===== src/rtl/instr_encoder_pkg.sv =====
// Shared constants for the RISC-V encode path: format codes, error codes,
// FIFO entry layout and an immediate range helper.
package instr_encoder_pkg;

  typedef enum logic [2:0] {
    NO = 3'd0,
    RT = 3'd1,
    IT = 3'd2,
    ST = 3'd3,
    BT = 3'd4,
    UT = 3'd5,
    JT = 3'd6
  } fmt_e;

  typedef enum logic [1:0] {
    ERR_OK    = 2'd0,
    ERR_OP    = 2'd1,
    ERR_RANGE = 2'd2,
    ERR_ALIGN = 2'd3
  } err_e;

  typedef struct packed {
    logic [31:0] instr;
    err_e        err;
  } fifo_ent_t;

  localparam int FIFO_DEPTH = 2;

  // Immediates arrive as full signed byte values; compare as two's complement.
  function automatic logic imm_in_range(input logic [31:0] v, input int lo, input int hi);
    return ($signed(v) >= lo) && ($signed(v) <= hi);
  endfunction

endpackage


===== src/rtl/instr_encoder_if.sv =====
// Field-in / word-out handshake bundle of the instruction encoder.
interface instr_encoder_if;
  logic        i_valid;
  logic        o_ready;
  logic [6:0]  i_op;
  logic [4:0]  i_rd;
  logic [4:0]  i_rs1;
  logic [4:0]  i_rs2;
  logic [2:0]  i_funct3;
  logic [6:0]  i_funct7;
  logic [31:0] i_imm;
  logic        o_valid;
  logic        i_ready;
  logic [31:0] o_instr;
  logic [1:0]  o_err;

  modport slave (
    input  i_valid, i_op, i_rd, i_rs1, i_rs2, i_funct3, i_funct7, i_imm, i_ready,
    output o_ready, o_valid, o_instr, o_err
  );

  modport master (
    output i_valid, i_op, i_rd, i_rs1, i_rs2, i_funct3, i_funct7, i_imm, i_ready,
    input  o_ready, o_valid, o_instr, o_err
  );
endinterface


===== src/rtl/instr_encoder_dec.sv =====
// Opcode to instruction-format lookup, shared with the decode path.
module instr_encoder_dec
  import instr_encoder_pkg::*;
(
  input  logic [6:0] i_op,
  output fmt_e       o_fmt
);

  always_comb begin
    o_fmt = NO;
    casez (i_op)
      7'b0?1_0111: o_fmt = UT;  // lui / auipc
      7'b110_1111: o_fmt = JT;
      7'b110_0011: o_fmt = BT;
      7'b010_0011: o_fmt = ST;
      7'b001_0011,
      7'b000_0011,
      7'b110_0111,
      7'b111_0011: o_fmt = IT;
      7'b011_0011: o_fmt = RT;
      default:     o_fmt = NO;
    endcase
  end

endmodule


===== src/rtl/instr_encoder.sv =====
// Packs decoded fields into a 32-bit RISC-V word with immediate checks,
// buffering results in a 2-entry FIFO and counting delivered good/bad words.
module instr_encoder
  import instr_encoder_pkg::*;
#(
  parameter int CNT_W = 16
) (
  input  logic             i_clk,
  input  logic             i_rst,
  instr_encoder_if.slave   bus,
  output logic [CNT_W-1:0] o_cnt_ok,
  output logic [CNT_W-1:0] o_cnt_err
);

  fmt_e        fmt;
  logic [31:0] word;
  logic [31:0] enc_instr;
  err_e        enc_err;

  instr_encoder_dec u_dec (
    .i_op  (bus.i_op),
    .o_fmt (fmt)
  );

  // Alignment outranks range, so odd out-of-range offsets report misaligned.
  always_comb begin
    word    = '0;
    enc_err = ERR_OK;
    case (fmt)
      RT: word = {bus.i_funct7, bus.i_rs2, bus.i_rs1, bus.i_funct3, bus.i_rd, bus.i_op};
      IT: begin
        word = {bus.i_imm[11:0], bus.i_rs1, bus.i_funct3, bus.i_rd, bus.i_op};
        if (!imm_in_range(bus.i_imm, -2048, 2047)) enc_err = ERR_RANGE;
      end
      ST: begin
        word = {bus.i_imm[11:5], bus.i_rs2, bus.i_rs1, bus.i_funct3, bus.i_imm[4:0], bus.i_op};
        if (!imm_in_range(bus.i_imm, -2048, 2047)) enc_err = ERR_RANGE;
      end
      BT: begin
        word = {bus.i_imm[12], bus.i_imm[10:5], bus.i_rs2, bus.i_rs1, bus.i_funct3,
                bus.i_imm[4:1], bus.i_imm[11], bus.i_op};
        if (bus.i_imm[0])                               enc_err = ERR_ALIGN;
        else if (!imm_in_range(bus.i_imm, -4096, 4094)) enc_err = ERR_RANGE;
      end
      UT: begin
        word = {bus.i_imm[31:12], bus.i_rd, bus.i_op};
        if (bus.i_imm[11:0] != 12'h0) enc_err = ERR_ALIGN;
      end
      JT: begin
        word = {bus.i_imm[20], bus.i_imm[10:1], bus.i_imm[11], bus.i_imm[19:12],
                bus.i_rd, bus.i_op};
        if (bus.i_imm[0])                                     enc_err = ERR_ALIGN;
        else if (!imm_in_range(bus.i_imm, -1048576, 1048574)) enc_err = ERR_RANGE;
      end
      default: enc_err = ERR_OP;
    endcase
    enc_instr = (enc_err == ERR_OK) ? word : 32'h0;
  end

  fifo_ent_t        mem_q [FIFO_DEPTH];
  fifo_ent_t        mem_d [FIFO_DEPTH];
  logic             wr_ptr_q, wr_ptr_d;
  logic             rd_ptr_q, rd_ptr_d;
  logic [1:0]       cnt_q, cnt_d;
  logic [CNT_W-1:0] cnt_ok_q, cnt_ok_d;
  logic [CNT_W-1:0] cnt_err_q, cnt_err_d;
  fifo_ent_t        head;
  logic             do_wr, do_rd;

  // Ready depends only on occupancy, so a full FIFO stalls even when draining.
  assign bus.o_ready = (cnt_q != 2'd2);
  assign bus.o_valid = (cnt_q != 2'd0);
  assign head        = mem_q[rd_ptr_q];
  assign bus.o_instr = head.instr;
  assign bus.o_err   = head.err;
  assign o_cnt_ok    = cnt_ok_q;
  assign o_cnt_err   = cnt_err_q;

  assign do_wr = bus.i_valid && bus.o_ready;
  assign do_rd = bus.o_valid && bus.i_ready;

  always_comb begin
    mem_d     = mem_q;
    wr_ptr_d  = wr_ptr_q;
    rd_ptr_d  = rd_ptr_q;
    cnt_d     = cnt_q;
    cnt_ok_d  = cnt_ok_q;
    cnt_err_d = cnt_err_q;
    if (do_wr) begin
      mem_d[wr_ptr_q] = '{instr: enc_instr, err: enc_err};
      wr_ptr_d        = ~wr_ptr_q;
    end
    if (do_rd) begin
      rd_ptr_d = ~rd_ptr_q;
      if (head.err == ERR_OK) begin
        if (cnt_ok_q != '1) cnt_ok_d = cnt_ok_q + CNT_W'(1);
      end else begin
        if (cnt_err_q != '1) cnt_err_d = cnt_err_q + CNT_W'(1);
      end
    end
    case ({do_wr, do_rd})
      2'b10:   cnt_d = cnt_q + 2'd1;
      2'b01:   cnt_d = cnt_q - 2'd1;
      default: cnt_d = cnt_q;
    endcase
  end

  always_ff @(posedge i_clk) begin
    if (i_rst) begin
      for (int i = 0; i < FIFO_DEPTH; i++) mem_q[i] <= '0;
      wr_ptr_q  <= 1'b0;
      rd_ptr_q  <= 1'b0;
      cnt_q     <= 2'd0;
      cnt_ok_q  <= '0;
      cnt_err_q <= '0;
    end else begin
      mem_q     <= mem_d;
      wr_ptr_q  <= wr_ptr_d;
      rd_ptr_q  <= rd_ptr_d;
      cnt_q     <= cnt_d;
      cnt_ok_q  <= cnt_ok_d;
      cnt_err_q <= cnt_err_d;
    end
  end

endmodule


===== src/flat_wrapper.sv =====
// flat-port wrapper written by rule: the top's interface ports become plain ports
module instr_encoder_flat import instr_encoder_pkg::*;
#(
  parameter int CNT_W = 16
)
  (i_clk, i_rst, o_cnt_ok, o_cnt_err, bus_i_valid, bus_i_op, bus_i_rd, bus_i_rs1, bus_i_rs2, bus_i_funct3, bus_i_funct7, bus_i_imm, bus_i_ready, bus_o_ready, bus_o_valid, bus_o_instr, bus_o_err);
  instr_encoder_if bus_i ();
  input  logic i_clk;
  input  logic i_rst;
  output logic [CNT_W-1:0] o_cnt_ok;
  output logic [CNT_W-1:0] o_cnt_err;
  input wire logic [$bits(bus_i.i_valid)-1:0] bus_i_valid;
  input wire logic [$bits(bus_i.i_op)-1:0] bus_i_op;
  input wire logic [$bits(bus_i.i_rd)-1:0] bus_i_rd;
  input wire logic [$bits(bus_i.i_rs1)-1:0] bus_i_rs1;
  input wire logic [$bits(bus_i.i_rs2)-1:0] bus_i_rs2;
  input wire logic [$bits(bus_i.i_funct3)-1:0] bus_i_funct3;
  input wire logic [$bits(bus_i.i_funct7)-1:0] bus_i_funct7;
  input wire logic [$bits(bus_i.i_imm)-1:0] bus_i_imm;
  input wire logic [$bits(bus_i.i_ready)-1:0] bus_i_ready;
  output wire logic [$bits(bus_i.o_ready)-1:0] bus_o_ready;
  output wire logic [$bits(bus_i.o_valid)-1:0] bus_o_valid;
  output wire logic [$bits(bus_i.o_instr)-1:0] bus_o_instr;
  output wire logic [$bits(bus_i.o_err)-1:0] bus_o_err;
  assign bus_i.i_valid = bus_i_valid;
  assign bus_i.i_op = bus_i_op;
  assign bus_i.i_rd = bus_i_rd;
  assign bus_i.i_rs1 = bus_i_rs1;
  assign bus_i.i_rs2 = bus_i_rs2;
  assign bus_i.i_funct3 = bus_i_funct3;
  assign bus_i.i_funct7 = bus_i_funct7;
  assign bus_i.i_imm = bus_i_imm;
  assign bus_i.i_ready = bus_i_ready;
  assign bus_o_ready = bus_i.o_ready;
  assign bus_o_valid = bus_i.o_valid;
  assign bus_o_instr = bus_i.o_instr;
  assign bus_o_err = bus_i.o_err;
  instr_encoder #(.CNT_W(CNT_W)) u_core (.i_clk(i_clk), .i_rst(i_rst), .bus(bus_i), .o_cnt_ok(o_cnt_ok), .o_cnt_err(o_cnt_err));
endmodule

===== config.mk =====
export PLATFORM = sky130hd
export DESIGN_NAME = instr_encoder_flat
export DESIGN_NICKNAME = d
export VERILOG_FILES = /design/src/rtl/instr_encoder_pkg.sv /design/src/rtl/instr_encoder_if.sv /design/src/rtl/instr_encoder_dec.sv /design/src/rtl/instr_encoder.sv /design/src/flat_wrapper.sv
export SDC_FILE = /design/constraint.sdc
export NUM_CORES = 1
export LEC_CHECK = 0
export CORE_MARGIN = 2
export CORE_UTILIZATION = 51
export DETAILED_ROUTE_END_ITERATION = 7
export PLACE_DENSITY = 0.9
export SLEW_MARGIN = 20
export SYNTH_ARGS = -nofsm -noshare
export SYNTH_HDL_FRONTEND = slang
export SYNTH_HIERARCHICAL = 1
export SYNTH_SLANG_ARGS = --single-unit

===== constraint.sdc =====
create_clock -name i_clk -period 3.5 [get_ports i_clk]
set_input_delay 1.05 -clock i_clk [delete_from_list [all_inputs] [get_ports i_clk]]
set_output_delay 1.05 -clock i_clk [all_outputs]
set_load 0.01 [all_outputs]

==> metrics.csv <==
metric,value,unit
status,"complete, no violations",
number of diodes,0,
Total GRT Usage,28.9,%
sequential power share,41.1,%
minimum hold slack,452,ps
Placement Setup Slack,-107,ps
Synth Area in Simple Gates,22.3,%
CP top delay family,compound AO/OA/AOI/OAI gates,
largest cells by area after synthesis,"dfxtp_1, mux2_2, a32o_1, o31ai_1, nand2_1",
adder-cell share of the synthesized area,0.635,%
Final Hold Viols,0,
Critical Path RT,3740,ps
drt wl/cell,19.4,um
Die X,112,um
crit path DAT,3580,ps
Util after Layout,69.5,%
fmax,299,MHz
CP max stage delay,520,ps
Clk pwr share,34.0,%
Max Cap Viol,0,
CTS tree,yes,
DP HPWL,13400,um
layout cell share with drive strength beyond 1,15.4,%
first-pass GRT wire length,29600,um
compound-gate portion of the synthesized area,22.4,%
Unique masters post-synth,65,
"Seq/Total Area, Yosys",35.2,%
Fillers,860,
RSZ-0062 raised after global routing,no,
final setup fails,0,
port buffer count,135,
Least-Margin Pin Slew,962,ps
Initial Util,52.0,%
WL final,18400,um
Area Overhead vs Synth,33.7,%
Overflow after GRT,0,
floorplan row count,39,
die height,112,um
TritonCTS Buffers,9,
Mapped Nets,734,
CP max FO,33,
Max Slew Vio Count,0,
Post-synth EDFFs,0,
Peak supply drop,0.287,mV
"critical path, cell by cell",clkdlybuf4s50_1 -> nor2_1 -> mux2i_1 -> o21ai_0 -> buf_4 -> inv_1 -> a311o_1 -> o32a_4 -> a32o_1,
largest net degree at the start of global routing,38,
Nets,872,
CTS H-tree lvls,3,
I/O Pins,136,
minimum clock period,3340,ps
pwr dens,389,mW/mm^2
Gate Count Post-Synth,663,
"CTS clk-pin slew, worst paths",70,ps
Internal,2.15,mW
Vias,6201,
Max Root-Sink Buffers,2,
CTS resizes,0,
drt pass-1 iters,6,
synthesized area per cell,8.92,um^2
RePlAce Congestion,1.03,
XOR/XNOR Fraction of Synth Area,4.45,%
clock root buffer,clkbuf_16,
main combinational cell family by area after synthesis,compound AO/OA/AOI/OAI gates,
clock insertion delay at the later pin of the skew report,350,ps
Comb power frac,24.9,%
P_leak,2.67,nW
"FF+latch count, synth",104,
Initial DRC Count,764,
mux contribution to synthesized area,9.59,%
ys flop type,dfxtp_1,
Die ar.,0.0125,mm^2
Synth top cells by count,"dfxtp_1, nand2_1, nor2_1",
vias in the first global route,5970,
CP Buf/Inv Count,3,
"Warnings, synthesis",6,
"Cell Area, Synth",0.00591,mm^2
CP max stage cell,clkdlybuf4s50_1,
crit end category,flip-flop,
Yosys top cell area share,35.2,%
Max-slew headroom,35.8,%
most area-hungry cell type in the Yosys netlist,dfxtp_1,
PnR worst setup slack,158,ps
clock sink count,104,
hold_buf cts,0,
"Setup Fix Bufs, Post-CTS",0,
"count leader, synth",dfxtp_1,
DRC,0,
Final period util,95.5,%
Worst setup SP type,input port,
worst clock skew,4.79,ps
Hold Crit Class,reg2reg,
switching share of power,29.9,%
kind of critical path,in2reg,
Pwr Total,3.07,mW
"antenna viol nets, final",0,
vias per inst,6.53,
async set-reset flop share out of synthesis,0,%
initial antenna violation count,0,
total core area,0.0114,mm^2
sw power,919,uW
-- cell type report --
class,count,area (um^2),area share (%)
Multi-Input combinational cell,500,3530,44.7
Clock buffer,11,253,3.20
Clock inverter,5,53.8,0.681
Tap cell,143,179,2.26
Timing Repair Buffer,178,1770,22.4
Sequential cell,104,2080,26.3
Inverter,8,30.0,0.380
-- layer usage --
| metal | up-vias | GRT usage [%] | share of wire, % |
|---|---|---|---|
| li1 | 2842 | - | - |
| met1 | 2948 | 36.0 | 40 |
| met2 | 345 | 49.2 | 48 |
| met3 | 66 | 6.15 | 8.8 |
| met4 | 0 | 10.6 | 3.2 |
| met5 | - | 0 | 0 |
-- registers in the layout (all words and copies together) (netlist names) --
signal            flops
u_core/cnt_q          2
u_core/mem_q         68
u_core/o_cnt_err     16
u_core/o_cnt_ok      16
u_core/rd_ptr_q       1
u_core/wr_ptr_q       1
-- worst register-to-register path, delay by kind of cell, from the launching register on --
| family | cells | cell delay [ps] |
|---|---|---|
| AND/OR/NAND/NOR | 4 | 1340 |
| flip-flops | 1 | 390 |
| AO/OA/AOI/OAI | 1 | 70 |
| buffers and inverters | 1 | 360 |
-- cell families (layout without fill, tap and decap cells) --
| logic type | count (synthesis) | count (layout) |
|---|---|---|
| XOR/XNOR | 30 | 30 |
| flip-flops | 104 | 104 |
| multiplexers | 51 | 51 |
| AO/OA/AOI/OAI | 161 | 161 |
| AND/OR/NAND/NOR | 255 | 255 |
| adder cells (fa/ha/maj) | 3 | 3 |
| buffers and inverters | 59 | 202 |
-- through the flow --
stage	TNS (ps)	cells	area [um^2]
floorplan	0	663	5910
global placement	-298	933	7600
detailed placement	-3280	933	7600
CTS	0	949	7900
global route	0	949	7900
finish	0	949	7900
-- layout by cell type (no fill, tap or decap), types with 8 or more instances in the layout --
master             n
nor2_1            44
mux2_2            44
nor2b_1            8
nand3_1           24
buf_4             35
a211oi_1          18
buf_12             8
xor2_1            12
xnor2_1           18
nor4_1            23
inv_1              8
a21oi_1           17
nor3_1            26
nand4_1           31
clkbuf_16          9
a32o_1            31
clkdlybuf4s50_1  135
dfxtp_1          104
a221oi_1          11
o31ai_1           33
nand2_1           62
-- worst paths after layout --
path / startpoint / to / slack [ps] / cells past startpoint
max reg2reg: u_core/cnt_q[1] / u_core/mem_q[3] / 1240 / 6
min: u_core/mem_q[4] / u_core/mem_q[4] / 450 / 2
min reg2reg: u_core/mem_q[4] / u_core/mem_q[4] / 450 / 2
max: bus_i_op[2] / u_core/mem_q[45] / 160 / 9
-- power groups by stage --
| stage | sequential (mW) | combinational [mW] | clock, mW |
|---|---|---|---|
| after detailed placement | 1.29 | 0.749 | 0 |
| after global routing | 1.27 | 0.809 | 1.10 |
| after global placement | 1.28 | 0.728 | 0 |
| final | 1.26 | 0.767 | 1.04 |
| after CTS | 1.26 | 0.754 | 1.06 |
| after floorplan | 1.28 | 0.437 | 0 |
(Power assumes the default switching activity.)
